### src/rtl/ripple_count_monitor.sv
// ripple_count_monitor
//
// Synchronous consumer of a free-running 4-bit ripple counter. The Q bus
// settles bit by bit, so it is double-registered into the clk domain before
// use. Wraps of the 4-bit value (15 -> 0, or any backwards step) extend the
// count by EXT_W bits. A small IDLE/ARMED/FIRED FSM raises match_irq once the
// extended count reaches a threshold, and holds it until acknowledged.
//
// Build option:
//   RCM_GLITCH_FILTER_EN  defined   -> f only accepts a value once two
//                                      consecutive samples agree (3-edge
//                                      latency, single-cycle transients
//                                      are rejected).
//                         undefined -> f follows the first capture stage on
//                                      every enabled cycle (2-edge latency).

module ripple_count_monitor #(
  parameter  int EXT_W = 4,
  localparam int CW    = EXT_W + 4
) (
  input  logic          clk,
  input  logic          rstb,
  input  logic [3:0]    q_in,
  input  logic          enable,
  input  logic          clr,
  input  logic [CW-1:0] thresh,
  input  logic          arm,
  input  logic          ack,
  output logic [CW-1:0] count_ext,
  output logic          wrap_pulse,
  output logic          ovf,
  output logic          match_irq,
  output logic [1:0]    state
);

  typedef enum logic [1:0] {
    IDLE  = 2'd0,
    ARMED = 2'd1,
    FIRED = 2'd2
  } state_t;

  // Capture stages and filtered low nibble.
  logic [3:0]       s1;
  logic [3:0]       f;
  logic [EXT_W-1:0] ext;

  // Decisions made from pre-edge register values.
  logic f_upd;     // f takes s1 at this edge
  logic wrap_det;  // the value f is about to take is below the current f
  logic count_ge;  // registered extended count has reached thresh

  state_t state_q;
  state_t state_d;

`ifdef RCM_GLITCH_FILTER_EN
  logic [3:0] s2;

  // Second capture stage; only needed for the agreement check.
  always_ff @(posedge clk or negedge rstb) begin
    if (!rstb) begin
      s2 <= 4'd0;
    end else begin
      s2 <= s1;
    end
  end
`endif

  // First capture stage runs every cycle, regardless of enable.
  // NOTE: sequential state always uses non-blocking (<=) so every register
  // samples pre-edge values; blocking here would collapse s1/s2 into one flop.
  always_ff @(posedge clk or negedge rstb) begin
    if (!rstb) begin
      s1 <= 4'd0;
    end else begin
      s1 <= q_in;
    end
  end

  // Decide whether f moves this edge and whether that move is a wrap.
  // NOTE: every always_comb output gets a default first, so no path through
  // the block can leave it unassigned and infer a latch.
  always_comb begin
    f_upd    = 1'b0;
    wrap_det = 1'b0;
`ifdef RCM_GLITCH_FILTER_EN
    f_upd    = enable && (s1 == s2);
`else
    f_upd    = enable;
`endif
    // A backwards step cannot be told apart from a 15 -> 0 roll, so any
    // decrease of the accepted value is treated as one wrap.
    wrap_det = f_upd && (s1 < f);
  end

  // Filtered low nibble; clr deliberately leaves it alone.
  always_ff @(posedge clk or negedge rstb) begin
    if (!rstb) begin
      f <= 4'd0;
    end else if (f_upd) begin
      f <= s1;
    end
  end

  // Extension counter, overflow flag and wrap pulse; clr has priority.
  always_ff @(posedge clk or negedge rstb) begin
    if (!rstb) begin
      ext        <= '0;
      ovf        <= 1'b0;
      wrap_pulse <= 1'b0;
    end else begin
      wrap_pulse <= 1'b0;
      if (clr) begin
        ext <= '0;
        ovf <= 1'b0;
      end else if (wrap_det) begin
        ext        <= ext + 1'b1;
        wrap_pulse <= 1'b1;
        if (&ext) begin
          ovf <= 1'b1;
        end
      end
    end
  end

  // Both halves are registers, so count_ext has no input-to-output path.
  assign count_ext = {ext, f};

  // Threshold compare against the registered count; thresh is not latched.
  always_comb begin
    count_ge = (count_ext >= thresh);
  end

  // FSM state register.
  always_ff @(posedge clk or negedge rstb) begin
    if (!rstb) begin
      state_q <= IDLE;
    end else begin
      state_q <= state_d;
    end
  end

  // FSM next-state logic: arm only matters in IDLE, ack only in FIRED.
  always_comb begin
    state_d = state_q;
    unique case (state_q)
      IDLE: begin
        if (arm) begin
          state_d = ARMED;
        end
      end
      ARMED: begin
        if (count_ge) begin
          state_d = FIRED;
        end
      end
      FIRED: begin
        if (ack) begin
          state_d = IDLE;
        end
      end
      default: begin
        state_d = IDLE;
      end
    endcase
  end

  // FSM outputs are plain decodes of the state register.
  always_comb begin
    match_irq = (state_q == FIRED);
    state     = state_q;
  end

endmodule

### config.mk
export PLATFORM = sky130hd
export DESIGN_NAME = ripple_count_monitor
export DESIGN_NICKNAME = d
export VERILOG_FILES = /design/src/rtl/ripple_count_monitor.sv
export SDC_FILE = /design/constraint.sdc
export NUM_CORES = 1
export LEC_CHECK = 0
export BUFFER_PORTS_ARGS = -buffer_cell sky130_fd_sc_hd__buf_2
export CAP_MARGIN = 5
export CORE_MARGIN = 2
export CORE_UTILIZATION = 48
export DETAILED_ROUTE_END_ITERATION = 12
export PLACE_DENSITY = 0.77
export SLEW_MARGIN = 20
export SYNTH_ARGS = -nofsm -noshare
export SYNTH_HDL_FRONTEND = slang
export SYNTH_SLANG_ARGS = --single-unit
### constraint.sdc
create_clock -name clk -period 2.14 [get_ports clk]
set_clock_uncertainty 0.2 [all_clocks]
set_input_delay 0.535 -clock clk [delete_from_list [all_inputs] [get_ports clk]]
set_output_delay 0.535 -clock clk [all_outputs]
set_load 0.03 [all_outputs]
==> results.py, run 1 <==
metrics = {
    "status": {
        "run_status": "complete, no violations",
    },
    "synthesis": {
        "combinational_family_with_the_most_area_after_synthesis": "adder cells",
        "synth-compound-area-share_pct": 15.2,
        "synth_area_per_cell_um2": 10.3,
        "netlist_top_cells_area": "dfrtp_1 (46%), ha_1 (17%), inv_1 (5.2%)",
        "synthAdderAreaFrac_pct": 17.2,
        "synth-seq-cells": 16,
        "synth_mux_area_share_pct": 1.15,
        "synth_area_um2": 872,
        "area_share_of_the_largest_cell_type_after_synthesis_pct": 45.9,
        "mappedNetlistNets": 115,
        "unique_masters_post_synth": 22,
        "synthXorXnorAreaFrac_pct": 2.01,
        "post_synth_inst_count": 85,
        "synth.yosys.seq_area_share_pct": 45.9,
        "synth-simple-area-share_pct": 13.3,
        "yosys.area.top_type": "dfrtp_1",
        "yosysWarnings": 0,
    },
    "die": {
        "row_count": 15,
        "floorplan.core_area_um2": 1730,
        "die_height_um": 46.6,
        "io_pins": 31,
        "initial_utilization_pct": 50.5,
        "design.die.area_um2": 2170,
        "horizontal_die_dimension_um": 46.6,
    },
    "setup_path": {
        "critPathLaunchType": "flip-flop",
        "path_class": "reg -> reg",
        "cp-end-kind": "flip-flop",
        "largest_fanout_on_the_critical_path": 3,
        "arrival_ps": 2050,
        "worst_endpoint_required_time_ps": 2170,
        "r2r_slack_ps": 120,
    },
    "pwr": {
        "share_comb_of_total_power_pct": 34.0,
        "cellInternalPower_uw": 553,
        "cellPowerDensity_nw_per_um2": 763,
        "power.static_leakage_uw": 0.000624,
        "max-vdd-ir-drop_v": 0.000500,
        "relative_contribution_of_sequential_cells_to_total_power_pct": 43.0,
        "netSwitchingPower_uw": 308,
        "switching_share_pct": 35.8,
        "power.clock.fraction_pct": 22.9,
    },
    "global_routing": {
        "global_route_wire_length_before_repair_um": 2540,
        "first_global_vias": 615,
        "grt_max_degree": 17,
        "globalRoute.totalOverflow": 0,
        "grt.total_usage_pct": 17.1,
        "grt_antenna_before_repair": 0,
    },
    "clock_network": {
        "clk_transition_reported_paths_ps": 90,
        "htree_levels": 1,
        "clock_path_buffers": 2,
        "clock-root-buffer": "clkbuf_4",
        "cts_num_sinks": 16,
        "cts_post_setup_buffers_inserted": 0,
        "cts-buffers-inserted": 3,
        "clkLatencyLatePin_ps": 290,
        "tritoncts_clock_tree": "built",
    },
    "drt": {
        "antenna_left": 0,
        "drt_pre_antenna_iters": 4,
        "detail_route.vias_per_cell": 4.94,
        "dr.first_iter.drc_count": 3,
        "totalWireLength_um": 1630,
        "avgRoutedWirePerCell_um": 11.2,
        "route.detailed.drc": 0,
        "detailroute.via_count": 721,
    },
    "sta": {
        "period_minus_slack_ps": 2020,
        "layout_worst_path_cycle_share_pct": 94.6,
        "finalHoldViolCount": 0,
        "report.final.setup_viol": 0,
        "worst_margin_pin_slew_ps": 342,
        "fin_tns_setup_ps": 0,
        "unrepaired_setup_endpoints_after_global_routing": "no",
        "timing.slew.headroom_pct": 77.2,
        "post_layout_worst_setup_margin_ps": 116,
        "maxSlewViolCount": 0,
        "timing.fmax_mhz": 494,
        "whs_ps": 149,
    },
    "finish": {
        "layout.nets": 152,
        "layout.cells.most_common_list": "buf_2 (30), dfrtp_1 (15), inv_1 (12), ha_1 (12), o21ai_0 (7)",
        "area_growth_synth_to_finish_pct": 29.4,
        "antenna_diodes": 0,
        "layout.cells.most_common": "buf_2",
        "layout-drive-gt1-share_pct": 35.5,
    },
    "place": {
        "detailedPlacementHpwl_um": 1310,
        "place_ws_ps": 83.7,
        "port_buffers": 30,
        "gp_congestion": 0.817,
    },
    "job": {
        "max_cap_check_violation_count": 0,
    },
    "hold_path": {
        "hold_class": "in -> reg",
    },
}
-- cell usage after synthesis (all sizes together) --
cell type  number
nand2b          5
mux2i           1
xor2            2
a31oi           2
dfrtp          16
nand2           5
o21a            1
inv            12
ha             12
nor2b           1
and3            1
a2111oi         1
nor2            7
a211oi          1
a21oi           6
or2             1
a21o            1
o21ai           8
nand3           1
or3             1
-- critical path, cell delays in order, from the launching register on --
cell,delay [ps]
dfrtp_2,420
inv_1,70
ha_1,220
or2_2,300
a21oi_4,180
nor2_2,60
or3_4,380
a21oi_2,130
-- per-layer routing --
metal,global-route usage [%],vias up,share of wire [%]
met5,0,-,0
met4,10.0,0,1.9
met3,2.75,4,4.0
met2,29.4,22,53
met1,19.7,333,40
li1,-,362,-
-- logic make-up (layout without fill, tap and decap cells) --
| group | after synthesis | in the layout |
|---|---|---|
| compound gates | 20 | 20 |
| simple gates | 22 | 22 |
| buf+inv | 12 | 48 |
| fa+ha+maj | 12 | 12 |
| flops | 16 | 16 |
| xor+xnor | 2 | 2 |
| mux | 1 | 1 |
-- flip-flops by register name, summed over array words and instances (netlist names) --
| signal | count |
|---|---|
| ext | 4 |
| f | 4 |
| s1 | 4 |
| state | 2 |
| ovf | 1 |
| wrap_pulse | 1 |
-- through the flow --
step	instances	utilization [%]	power, µW	instance area, µm²
2_1_floorplan	85	-	569	873
3_3_place_gp	141	61.5	650	1060
4_1_cts	146	64.2	861	1110
6_report	146	65.4	861	1130
3_5_place_dp	141	61.5	665	1060
5_1_grt	146	65.4	916	1130
-- path summary, 6_finish.rpt --
| check | to | startpoint | cells after the start |
|---|---|---|---|
| setup / recovery | ext[3]$_DFFE_PN0P_ | f[2]$_DFFE_PN0P_ | 7 |
| hold reg to reg | f[1]$_DFFE_PN0P_ | s1[1]$_DFF_PN0_ | 2 |
| setup reg to reg | ext[3]$_DFFE_PN0P_ | f[2]$_DFFE_PN0P_ | 7 |
| min in group asynchronous | state[1]$_DFFE_PN0P_ | rstb | 2 |
| hold / removal | s1[3]$_DFF_PN0_ | q_in[3] | 1 |
| max in group asynchronous | f[2]$_DFFE_PN0P_ | rstb | 2 |
-- power groups by stage --
stage	clock network (µW)	logic, µW	registers (µW)
after floorplan	0	133	436
after global placement	0	278	373
after detailed placement	0	287	377
after CTS	199	291	371
after global routing	216	323	377
final	197	293	371
-- final cells by class --
type                            count  area [µm²]
Tap cell                           25        31.3
Clock buffer                        4        36.3
Inverter                           12        45.0
Sequential cell                    16         402
Timing Repair Buffer               32         168
Multi-Input combinational cell     57         447
Fill cell                         154         598
-- repair_timing --
| item | CTS | global route |
|---|---|---|
| setup endpoints to repair | 0 | 1 |
| hold endpoints to repair | 16 | 0 |
| hold buffers | 1 | 0 |
| gates resized for setup | 0 | 5 |
Note: power is estimated with default switching activity, not from simulation.
==> run 2: changes to the inputs <==
--- a/config.mk
+++ b/config.mk
@@ -11,6 +11,7 @@
 export CORE_UTILIZATION = 48
 export DETAILED_ROUTE_END_ITERATION = 12
 export PLACE_DENSITY = 0.77
+export RECOVER_POWER = 50
 export SLEW_MARGIN = 20
 export SYNTH_ARGS = -nofsm -noshare
 export SYNTH_HDL_FRONTEND = slang
==> run 2 against run 1 <==
Total power hardly changed. Final area is 0.11% lower. Worst setup slack is essentially flat. Critical path depth stayed put. Die area unchanged. Sequential share of layout area about the same. Via count up 0.28%. Largest cell class unchanged.
==> results.py, run 2 (synthesis gave the netlist of run 1 again) <==
metrics = {
    "global_routing": {
        "grt_antenna_before_repair": 0,
        "grt.total_usage_pct": 17.1,
        "grt_max_degree": 17,
        "first_global_vias": 615,
        "globalRoute.totalOverflow": 0,
        "global_route_wire_length_before_repair_um": 2540,
    },
    "setup_path": {
        "critPathLaunchType": "flip-flop",
        "critPathSlowestCell": "dfrtp_2",
        "largest_fanout_on_the_critical_path": 3,
        "crit_path_cell_trace": "inv_1 > ha_1 > or2_2 > a21oi_4 > nor2_2 > or3_4 > a21oi_2",
        "path_class": "reg -> reg",
        "cp-end-kind": "flip-flop",
        "crit_family": "simple AND/OR/NAND/NOR gates",
        "worstPathBufferInverterCount": 1,
        "crit_path_max_incr_delay_ps": 420,
        "arrival_ps": 2050,
        "worst_endpoint_required_time_ps": 2170,
        "r2r_slack_ps": 120,
        "worstRegToRegCells": 7,
        "critical_path_depth": 7,
    },
    "clock_network": {
        "clock-root-buffer": "clkbuf_4",
        "clkLatencyLatePin_ps": 290,
        "tritoncts_clock_tree": "built",
        "clk_transition_reported_paths_ps": 90,
        "cts_post_setup_buffers_inserted": 0,
        "cts-buffers-inserted": 3,
        "cts_num_sinks": 16,
        "clock_path_buffers": 2,
        "htree_levels": 1,
    },
    "drt": {
        "route.detailed.drc": 0,
        "detailroute.via_count": 723,
        "drt_pre_antenna_iters": 4,
        "detail_route.vias_per_cell": 4.95,
        "totalWireLength_um": 1630,
        "avgRoutedWirePerCell_um": 11.2,
        "antenna_left": 0,
        "dr.first_iter.drc_count": 3,
    },
    "sta": {
        "worst_margin_pin_slew_ps": 809,
        "timing.slew.headroom_pct": 46.1,
        "period_minus_slack_ps": 2020,
        "finalHoldViolCount": 0,
        "timing.fmax_mhz": 494,
        "maxSlewViolCount": 0,
        "report.final.setup_viol": 0,
        "fin_tns_setup_ps": 0,
        "layout_worst_path_cycle_share_pct": 94.6,
        "unrepaired_setup_endpoints_after_global_routing": "no",
    },
    "place": {
        "detailedPlacementHpwl_um": 1310,
        "dp_cells": 141,
        "post_placement_cell_area_um2": 1060,
        "gp_congestion": 0.817,
        "port_buffers": 30,
    },
    "finish": {
        "layout.cells.most_common_list": "buf_2 (29), dfrtp_1 (15), inv_1 (12), ha_1 (12), o21ai_0 (7)",
        "antenna_diodes": 0,
        "layout-drive-gt1-share_pct": 34.7,
        "reg_top3": "ext x4, f x4, s1 x4",
        "layoutNonFillerInstCount": 146,
        "layout.nets": 152,
        "fin_area_um2": 1130,
        "layout.cells.most_common": "buf_2",
        "area_growth_synth_to_finish_pct": 29.3,
    },
    "pwr": {
        "power.clock.fraction_pct": 22.9,
        "share_comb_of_total_power_pct": 34.0,
        "netSwitchingPower_uw": 308,
        "cellPowerDensity_nw_per_um2": 764,
        "max-vdd-ir-drop_v": 0.000500,
        "switching_share_pct": 35.8,
        "relative_contribution_of_sequential_cells_to_total_power_pct": 43.1,
        "cellInternalPower_uw": 553,
        "power.static_leakage_uw": 0.000621,
    },
    "die": {
        "design.die.area_um2": 2170,
        "horizontal_die_dimension_um": 46.6,
        "floorplan.core_area_um2": 1730,
        "io_pins": 31,
        "initial_utilization_pct": 50.5,
        "row_count": 15,
        "die_height_um": 46.6,
    },
    "hold_path": {
        "hold_class": "in -> reg",
        "holdPathStages": 1,
    },
    "job": {
        "max_cap_check_violation_count": 0,
    },
    "status": {
        "run_status": "complete, no violations",
    },
}
-- run 2: per-stage QoR --
stage / worst slack, ps / utilization (%) / hold slack (ps) / power, µW
final: 116 / 65.3 / 149 / 861
after global routing: 16.4 / 65.3 / 135 / 916
after CTS: 38.8 / 64.2 / 146 / 861
after detailed placement: 83.7 / 61.5 / 259 / 665
after global placement: 110 / 61.5 / 255 / 650
after floorplan: 15.3 / - / 39.4 / 569
-- run 2: cell type report --
class / instances / area, µm²
Clock buffer: 4 / 36.3
Fill cell: 153 / 599
Inverter: 12 / 45.0
Multi-Input combinational cell: 57 / 447
Sequential cell: 16 / 402
Tap cell: 25 / 31.3
Timing Repair Buffer: 32 / 166
-- run 2: per-layer routing --
metal,vias up,GRT usage (%),part of all wire [%]
met5,-,0,0
met3,4,2.75,4.0
met2,22,29.4,54
met1,335,19.7,40
li1,362,-,-
met4,0,10.0,1.9
-- run 2: worst paths after layout --
| path | start | endpoint |
|---|---|---|
| max | f[2]$_DFFE_PN0P_ | ext[3]$_DFFE_PN0P_ |
| min | q_in[3] | s1[3]$_DFF_PN0_ |
| max reg2reg | f[2]$_DFFE_PN0P_ | ext[3]$_DFFE_PN0P_ |
| min reg2reg | s1[1]$_DFF_PN0_ | f[1]$_DFFE_PN0P_ |
| max in group asynchronous | rstb | f[2]$_DFFE_PN0P_ |
| min in group asynchronous | rstb | wrap_pulse$_DFF_PN0_ |
-- run 2: power by group through the flow --
stage / Clock (µW) / Sequential, µW / Combinational (µW)
4_1_cts: 199 / 371 / 291
6_report: 197 / 371 / 293
2_1_floorplan: 0 / 436 / 133
3_3_place_gp: 0 / 373 / 278
5_1_grt: 216 / 377 / 323
3_5_place_dp: 0 / 377 / 287
-- run 2: repair_timing --
item,4_1_cts,5_1_grt
hold buffers,1,0
resized for setup,0,5
endpoints found under the setup margin,0,1
endpoints found under the hold margin,16,0
-- run 2: worst register-to-register path, cell delays in order, from the launching register on --
cell and delay (ps):
dfrtp_2 420, inv_1 70, ha_1 220, or2_2 300
a21oi_4 180, nor2_2 60, or3_4 380, a21oi_2 130
